--- src/rtl/clock_pkg.sv ---
// Shared types and default parameters for the clock configuration loader.
package clock_pkg;

  // Load sequence phases: preamble, serial shift, postamble.
  typedef enum logic [1:0] {
    StIdle,
    StPre,
    StShift,
    StPost
  } clk_cfg_state_e;

  localparam int unsigned DivWDefault       = 32;
  localparam int unsigned PreCyclesDefault  = 2;
  localparam int unsigned PostCyclesDefault = 2;
  // 1 Hz slow clock from a 12 MHz source.
  localparam int unsigned DefaultDivDefault = 5_999_999;

endpackage

--- src/rtl/clock_cfg_shifter.sv ---
// Parallel-load, LSB-first shift register with a bit index counter.
module clock_cfg_shifter #(
  parameter int unsigned DIV_W = 32
) (
  input  logic             clk,
  input  logic             rst,
  input  logic             load_i,
  input  logic             shift_i,
  input  logic [DIV_W-1:0] load_val_i,
  output logic             bit_o,
  output logic             last_o
);

  localparam int unsigned CntW = $clog2(DIV_W);

  logic [DIV_W-1:0] sr_q;
  logic [CntW-1:0]  cnt_q;

  // Load restarts the index at 0; the counter saturates on the last bit instead of wrapping.
  always_ff @(posedge clk) begin
    if (rst) begin
      sr_q  <= '0;
      cnt_q <= '0;
    end else if (load_i) begin
      sr_q  <= load_val_i;
      cnt_q <= '0;
    end else if (shift_i) begin
      sr_q <= sr_q >> 1;
      if (!last_o) begin
        cnt_q <= cnt_q + CntW'(1);
      end
    end
  end

  assign bit_o  = sr_q[0];
  assign last_o = (cnt_q == CntW'(DIV_W - 1));

endmodule

--- src/rtl/clock_config_loader.sv ---
// Serialises divider values into a clock divider: preamble, LSB-first shift, postamble.
// Holds one active value and a single pending slot; loads DEFAULT_DIV after reset.
module clock_config_loader
  import clock_pkg::*;
#(
  parameter int unsigned DIV_W       = DivWDefault,
  parameter int unsigned PRE_CYCLES  = PreCyclesDefault,
  parameter int unsigned POST_CYCLES = PostCyclesDefault,
  parameter int unsigned DEFAULT_DIV = DefaultDivDefault
) (
  input  logic             clk,
  input  logic             rst,
  input  logic             req_valid_i,
  input  logic [DIV_W-1:0] req_div_i,
  output logic             req_ready_o,
  output logic             clock_change_mode_o,
  output logic             clock_max_count_o,
  output logic             busy_o,
  output logic             done_o,
  output logic [DIV_W-1:0] cur_div_o
);

  localparam int unsigned PhMax = (PRE_CYCLES > POST_CYCLES) ? PRE_CYCLES : POST_CYCLES;
  localparam int unsigned PhW   = $clog2(PhMax) + 1;

  clk_cfg_state_e   state_q;
  logic [DIV_W-1:0] active_q;
  logic [DIV_W-1:0] pend_q;
  logic [DIV_W-1:0] cur_div_q;
  logic             pend_full_q;
  logic             boot_q;
  logic             mode_q;
  logic [PhW-1:0]   ph_q;

  logic accept;
  logic pre_last;
  logic post_last;
  logic shift_bit;
  logic shift_last;

  // boot_q holds ready low until the automatic default load has been kicked off.
  assign req_ready_o = !pend_full_q && !boot_q;
  assign accept      = req_valid_i && req_ready_o;
  assign pre_last    = (state_q == StPre)  && (ph_q == PhW'(PRE_CYCLES - 1));
  assign post_last   = (state_q == StPost) && (ph_q == PhW'(POST_CYCLES - 1));

  clock_cfg_shifter #(
    .DIV_W (DIV_W)
  ) u_shifter (
    .clk        (clk),
    .rst        (rst),
    .load_i     (pre_last),
    .shift_i    (state_q == StShift),
    .load_val_i (active_q),
    .bit_o      (shift_bit),
    .last_o     (shift_last)
  );

  // Sequencer FSM plus pending slot; new requests never touch the value in flight.
  always_ff @(posedge clk) begin
    if (rst) begin
      state_q     <= StIdle;
      active_q    <= '0;
      pend_q      <= '0;
      cur_div_q   <= '0;
      pend_full_q <= 1'b0;
      boot_q      <= 1'b1;
      mode_q      <= 1'b0;
      ph_q        <= '0;
    end else begin
      // Fill and drain of the slot are mutually exclusive: fill needs it empty.
      if (accept && (state_q != StIdle)) begin
        pend_q      <= req_div_i;
        pend_full_q <= 1'b1;
      end
      unique case (state_q)
        StIdle: begin
          if (boot_q) begin
            active_q <= DIV_W'(DEFAULT_DIV);
            boot_q   <= 1'b0;
            state_q  <= StPre;
            ph_q     <= '0;
            mode_q   <= 1'b1;
          end else if (pend_full_q) begin
            // Request that landed on the last postamble cycle of an empty slot.
            active_q    <= pend_q;
            pend_full_q <= 1'b0;
            state_q     <= StPre;
            ph_q        <= '0;
            mode_q      <= 1'b1;
          end else if (accept) begin
            active_q <= req_div_i;
            state_q  <= StPre;
            ph_q     <= '0;
            mode_q   <= 1'b1;
          end
        end
        StPre: begin
          if (pre_last) begin
            state_q <= StShift;
          end else begin
            ph_q <= ph_q + PhW'(1);
          end
        end
        StShift: begin
          if (shift_last) begin
            state_q   <= StPost;
            ph_q      <= '0;
            mode_q    <= 1'b0;
            cur_div_q <= active_q;
          end
        end
        StPost: begin
          if (post_last) begin
            if (pend_full_q) begin
              active_q    <= pend_q;
              pend_full_q <= 1'b0;
              state_q     <= StPre;
              ph_q        <= '0;
              mode_q      <= 1'b1;
            end else begin
              state_q <= StIdle;
            end
          end else begin
            ph_q <= ph_q + PhW'(1);
          end
        end
        default: state_q <= StIdle;
      endcase
    end
  end

  assign clock_change_mode_o = mode_q;
  assign clock_max_count_o   = (state_q == StShift) && shift_bit;
  assign busy_o              = (state_q != StIdle);
  assign done_o              = post_last;
  assign cur_div_o           = cur_div_q;

endmodule

--- config.mk ---
export PLATFORM = sky130hd
export DESIGN_NAME = clock_config_loader
export DESIGN_NICKNAME = d
export VERILOG_FILES = /design/src/rtl/clock_pkg.sv /design/src/rtl/clock_cfg_shifter.sv /design/src/rtl/clock_config_loader.sv
export SDC_FILE = /design/constraint.sdc
export NUM_CORES = 1
export LEC_CHECK = 0
export CORE_UTILIZATION = 55
export CTS_BUF_LIST = sky130_fd_sc_hd__clkbuf_4 sky130_fd_sc_hd__clkbuf_8 sky130_fd_sc_hd__clkbuf_16
export DETAILED_ROUTE_END_ITERATION = 12
export GPL_TIMING_DRIVEN = 0
export PLACE_DENSITY = 0.81
export SETUP_SLACK_MARGIN = 0.15
export SLEW_MARGIN = 20
export SYNTH_ARGS = -nofsm -noshare
export SYNTH_HDL_FRONTEND = slang
export SYNTH_SLANG_ARGS = --single-unit
--- constraint.sdc ---
create_clock -name clk -period 2 [get_ports clk]
set_input_delay 0.2 -clock clk [delete_from_list [all_inputs] [get_ports clk]]
set_output_delay 0.2 -clock clk [all_outputs]
set_load 0.02 [all_outputs]
Word level (Yosys, flattened, before mapping)
Cells that the tools add are included.
{"block": "word_totals", "regBits": 140, "inputBits": 35, "elab_cells": 81}
{"block": "op_classes", "add_sub_neg": 2, "eq_ne": 12, "mux": 36, "bitwise_logic": 1, "reduce_logical": 20}
{"op": "$mux W32", "count": 7}
{"op": "$pmux W32 S2", "count": 1}
{"op": "$mux W2", "count": 13}
{"op": "$pmux W2 S4", "count": 2}
{"op": "$reduce_and A4 Y1", "count": 3}
{"op": "$mux W1", "count": 11}
{"op": "$ne A2 B2 Y1 const B", "count": 5}
{"op": "$logic_and A1 B1 Y1", "count": 6}
{"op": "$reduce_bool A2 Y1", "count": 3}
{"op": "$add A5 B1 Y5 const B", "count": 1}
{"op": "$eq A5 B5 Y1 const B", "count": 1}
{"op": "$reduce_and A5 Y1", "count": 1}
{"op": "$eq A2 B1 Y1 const B", "count": 2}
{"op": "$eq A2 B2 Y1 const B", "count": 2}
{"op": "$ne A4 B4 Y1 const B", "count": 1}
{"op": "$reduce_and A2 Y1", "count": 2}
{"op": "$ne A3 B3 Y1 const B", "count": 1}
{"op": "$pmux W1 S3", "count": 1}
{"op": "$reduce_bool A3 Y1", "count": 1}
{"op": "$add A2 B1 Y2 const B", "count": 1}
{"op": "$logic_not A1 Y1", "count": 2}
{"op": "$logic_not A2 Y1", "count": 1}
{"op": "$pmux W1 S2", "count": 1}
{"op": "$reduce_or A2 Y1", "count": 1}
{"op": "$not A1 Y1", "count": 1}

Depth between registers and ports, before layout
{"block": "logic_depth", "depth_word": 8, "ltp_mapped": 8}

Hierarchy
A second synthesis with hierarchy kept.
{"block": "unflattened", "hier_cells": 683, "area_unflattened_um2": 6049.6}
{"module": "clock_config_loader", "instances": 1, "cells_per_inst": 517, "area_per_inst_um2": 4176.5, "seq_area_each_um2": 2062.0}
{"module": "clock_cfg_shifter", "instances": 1, "cells_per_inst": 166, "area_per_inst_um2": 1873.0, "seq_area_each_um2": 740.7}

Worst setup path before layout
No wires, ideal clock.
{"block": "synth_path", "path_kind": "flip-flop to flip-flop", "start": "register state_q[0]", "end": "register state_q[0]", "setup_ps": 87, "arrival_time_ps": 1716, "required_time_ps": 1913, "slack_ps": 197, "path_stages_with_launch": 9, "path_buffers": 2, "synth_period_minus_slack_ps": 1803, "path_cell_list": "dfxtp_1 inv_1 ha_1 buf_2 nor2b_1 buf_2 a211o_1 or3_1 o31ai_1"}
{"block": "synth_via", "elab_chain_len": 4, "elab_cells_between_ends": 12, "classes_between": "eq/ne (7); mux (1); reduce/logical (4)"}
{"element": "start, declared", "line_no": "clock_config_loader.sv:26", "source": "clk_cfg_state_e state_q;"}
{"element": "start signal, assigned", "line_no": "clock_config_loader.sv:62", "source": "state_q <= StIdle;"}
{"element": "start signal, assigned", "line_no": "clock_config_loader.sv:81", "source": "state_q <= StPre;"}
{"element": "start signal, assigned", "line_no": "clock_config_loader.sv:88", "source": "state_q <= StPre;"}
{"element": "$eq A2 B1 Y1 / $eq A2 B2 Y1 (equally long branches)", "line_no": "clock_config_loader.sv:44, clock_config_loader.sv:76, clock_config_loader.sv:45"}
{"element": "$logic_and A1 B1 Y1, on equally long branches", "line_no": "clock_config_loader.sv:44, clock_config_loader.sv:45"}
{"element": "$ne A2 B2 Y1 (no source line)"}
{"element": "$reduce_and A4 Y1 (no source line)"}
Parallel ways exist; a longest one is shown, timed or not.
A chain may end at the register's enable or synchronous reset.

Final worst setup path
{"block": "layout_path", "start": "register state_q[0]", "end": "register active_q[17]"}
{"block": "layout_via", "elab_chain_len": 4, "elab_cells_between_ends": 9, "classes_between": "eq/ne (4); mux (1); reduce/logical (4)"}
{"element": "$eq A2 B2 Y1", "line_no": "clock_config_loader.sv:45, clock_config_loader.sv:76"}
{"element": "$logic_and A1 B1 Y1", "line_no": "clock_config_loader.sv:45", "source": "assign post_last = (state_q == StPost) && (ph_q == PhW'(POST_CYCLES - 1));"}
{"element": "$ne A2 B2 Y1 (no source line)"}
{"element": "$reduce_and A4 Y1 (no source line)"}
{"element": "end signal, assigned", "line_no": "clock_config_loader.sv:79", "source": "active_q <= DIV_W'(DEFAULT_DIV);"}
{"element": "end signal, assigned", "line_no": "clock_config_loader.sv:86", "source": "active_q <= pend_q;"}
{"element": "end signal, assigned", "line_no": "clock_config_loader.sv:92", "source": "active_q <= req_div_i;"}
{"element": "end, declared", "line_no": "clock_config_loader.sv:27", "source": "logic [DIV_W-1:0] active_q;"}
Parallel ways exist; a longest one is shown, timed or not.

==> reports/metrics.cfg <==
[run_status]
outcome=completed

[synth]
ys_seq_elements=140
postSynthCellCount=678
synthDistinctLibCells=42
synth.top_cell.area_share_pct=49.1
synth_ff_type=dfxtp_1
seq_area_frac_synth_pct=49.1
ys_warn_count=0
synth.area.top_cells=dfxtp_1 49%, nand2_1 11%, a211oi_1 6.3%, a21oi_1 6.1%, mux2i_1 6.0%
synth-async-reset-ratio_pct=0
syn_avg_cell_area_um2=8.42
synth_top_cell_by_area=dfxtp_1
syn-cell-area_um2=5710
synth_edf_count=0
postSynthNetCount=721

[timing]
worstMarginPinSlew_ns=0.625
slew_violations=0
relSlewSlack_pct=58.3
period_needed_ns=1.88
whs_ns=0.219
post-route-period-util_pct=93.8
hold_viol=0
setup_viol_count_final=0
fmaxAchievable_mhz=533
setup_ws_ns=0.125
rsz0062_at_grt=true
skew_ns=0.00990

[floorplanning]
die_y_um=104
dieArea_um2=10800
io_pins=72
rows=36
start_util_pct=57.6
die_w_um=104
core_um2=9910

[routing]
ant_nets=0
first_iter_violations=456
viasPerCell=5.85
firstDrtPassIters=5
vias=5450
totalWireLength_mm=16.6
wl_per_cell_um=17.8
drc=0

[power_and_ir_drop]
pwr_density_cell_nw_per_um2=1320
ir_worst_vdd_mv=0.944
p_leak_nw=2.80

[global_routing]
gr-total-overflow=0
antenna_found_initial=0
grt_pass1_wl_mm=26.6
grt_use_total_pct=31.3
grt_pass1_vias=5344
grt_max_degree=17

[setup_path]
worst-path-buf-inv=3
start_kind=flip-flop
crit_family=compound AO/OA/AOI/OAI gates
end_kind=flip-flop
critical_path.max_stage_delay_ns=0.36
worstPathArrival_ns=2.31
crit_required_ns=2.43
crit_chain=ha_2 > buf_8 > nand2b_4 > o21ai_2 > buf_4 > clkbuf_4 > nor2_1 > a311oi_1
crit_slowest_cell=dfxtp_4
crit_fanout=10
critPathKind=flip-flop to flip-flop

[clock_tree]
clk_pin_slew_ns=0.06
cts_tree=done
clk_latency_ns=0.54
cts_buffers=17
clock_path_buffers=2
htree_levels=4
cts.sinks=140
root_buffer=clkbuf_8
cts_hold_buf=0

[flow_run]
max_cap_violations=0

[worst_hold_path]
hold_path_class=input port to flip-flop

[final_layout]
diodes=0
finalNetCount=828
layout_common_cells=163 x nand2_1, 135 x dfxtp_1, 70 x nor2_1, 69 x a21oi_1, 66 x clkdlybuf4s50_1
syn_to_final_growth_pct=33.3
finish.utilization_pct=76.8
layout_commonest_cell=nand2_1
final_layout_size_suffix_gt1_share_pct=15.7
final-instance-count-excl-fill=931

[place]
finalWeightedCongestion=0.879
dp.cells=881
pre_cts_slack_ns=-0.285
hpwl_mm=10.7
port_buffers=70

-- layout make-up --
type | count | area [um2]
plain buffers | 56 | 337
repair buffers | 88 | 828
multi-input cells | 477 | 2820
inverters | 5 | 21.3
well taps | 133 | 166
fillers | 667 | 2300
flip-flops and latches | 140 | 2810
clock buffers | 22 | 483
clock inverters | 10 | 136
-- worst register-to-register path, cell delays in order (launching register included) --
cell	delay, ns
dfxtp_4	0.36
ha_2	0.19
buf_8	0.14
nand2b_4	0.16
o21ai_2	0.20
buf_4	0.16
clkbuf_4	0.19
nor2_1	0.08
a311oi_1	0.29
-- cells in the mapped netlist (2+ instances only) --
cell type / number
and2_1: 4
clkbuf_1: 34
nor2_1: 71
a22oi_1: 16
buf_1: 6
inv_1: 4
nor2_2: 2
a311oi_1: 16
mux2i_1: 34
xor2_1: 2
nor2b_1: 3
a22o_1: 8
dfxtp_1: 140
buf_2: 16
ha_1: 8
and3_1: 2
nand3_1: 3
nand2_1: 164
a21o_1: 2
a21oi_1: 70
nor3_1: 5
a211oi_1: 48
-- routing by layer --
layer  vias to the layer above  part of all wire (%)  global-route usage, %
met4                         0                   2.5                   13.5
met2                       234                    51                   52.9
met3                        49                   6.7                   7.64
met1                      2604                    40                   37.9
li1                       2563                     -                      -
met5                         -                     0                      0
-- registers in the layout, summed over array words and instances (netlist names) --
| register | flops |
|---|---|
| pend_full_q | 1 |
| pend_q | 32 |
| state_q | 2 |
| u_shifter.sr_q | 32 |
| active_q | 32 |
| clock_change_mode_o | 1 |
| cur_div_o | 32 |
| boot_q | 1 |
| u_shifter.cnt_q | 5 |
| ph_q | 2 |
-- report_power, final --
part           leakage (nW)  total, mW  internal [mW]  switching [mW]
registers              1.14       3.74           3.28           0.465
logic                  1.36       3.02           1.33            1.70
clock network         0.299       3.25           2.06            1.19
total                  2.80       10.0           6.66            3.36
-- cell families after synthesis --
| kind of cell | count (synthesis) | synth area share (%) |
|---|---|---|
| AO/OA/AOI/OAI | 171 | 20.1 |
| XOR/XNOR | 3 | 0.460 |
| adder cells (fa/ha/maj) | 8 | 1.75 |
| buffers and inverters | 61 | 4.36 |
| flip-flops | 140 | 49.1 |
| multiplexers | 35 | 6.16 |
| AND/OR/NAND/NOR | 260 | 18.1 |
-- per-stage QoR --
stage | power, mW | setup TNS (ns) | area (um2)
after floorplan | 5.29 | 0 | 5710
after global placement | 5.93 | -0.784 | 6580
after detailed placement | 6.03 | -3.33 | 6580
after CTS | 9.68 | 0 | 7440
after global routing | 10.4 | 0 | 7610
final | 10.0 | 0 | 7610
-- worst paths after layout --
path                 from            to  slack, ns  depth (start not counted)
max reg2reg    state_q[0]  active_q[17]       0.12                          8
max            state_q[0]  active_q[17]       0.12                          8
min                   rst    state_q[0]       0.22                          3
min reg2reg  cur_div_o[5]  cur_div_o[5]       0.46                          2
-- repair_timing --
action                                 in CTS  in global routing
endpoints found under the hold margin       0                  0
resized for setup                          67                 47
buffers inserted                           11                  7
setup endpoints to repair                 104                108
pin swaps                                   2                 16
No activity file was read; power rests on OpenSTA's default activity.
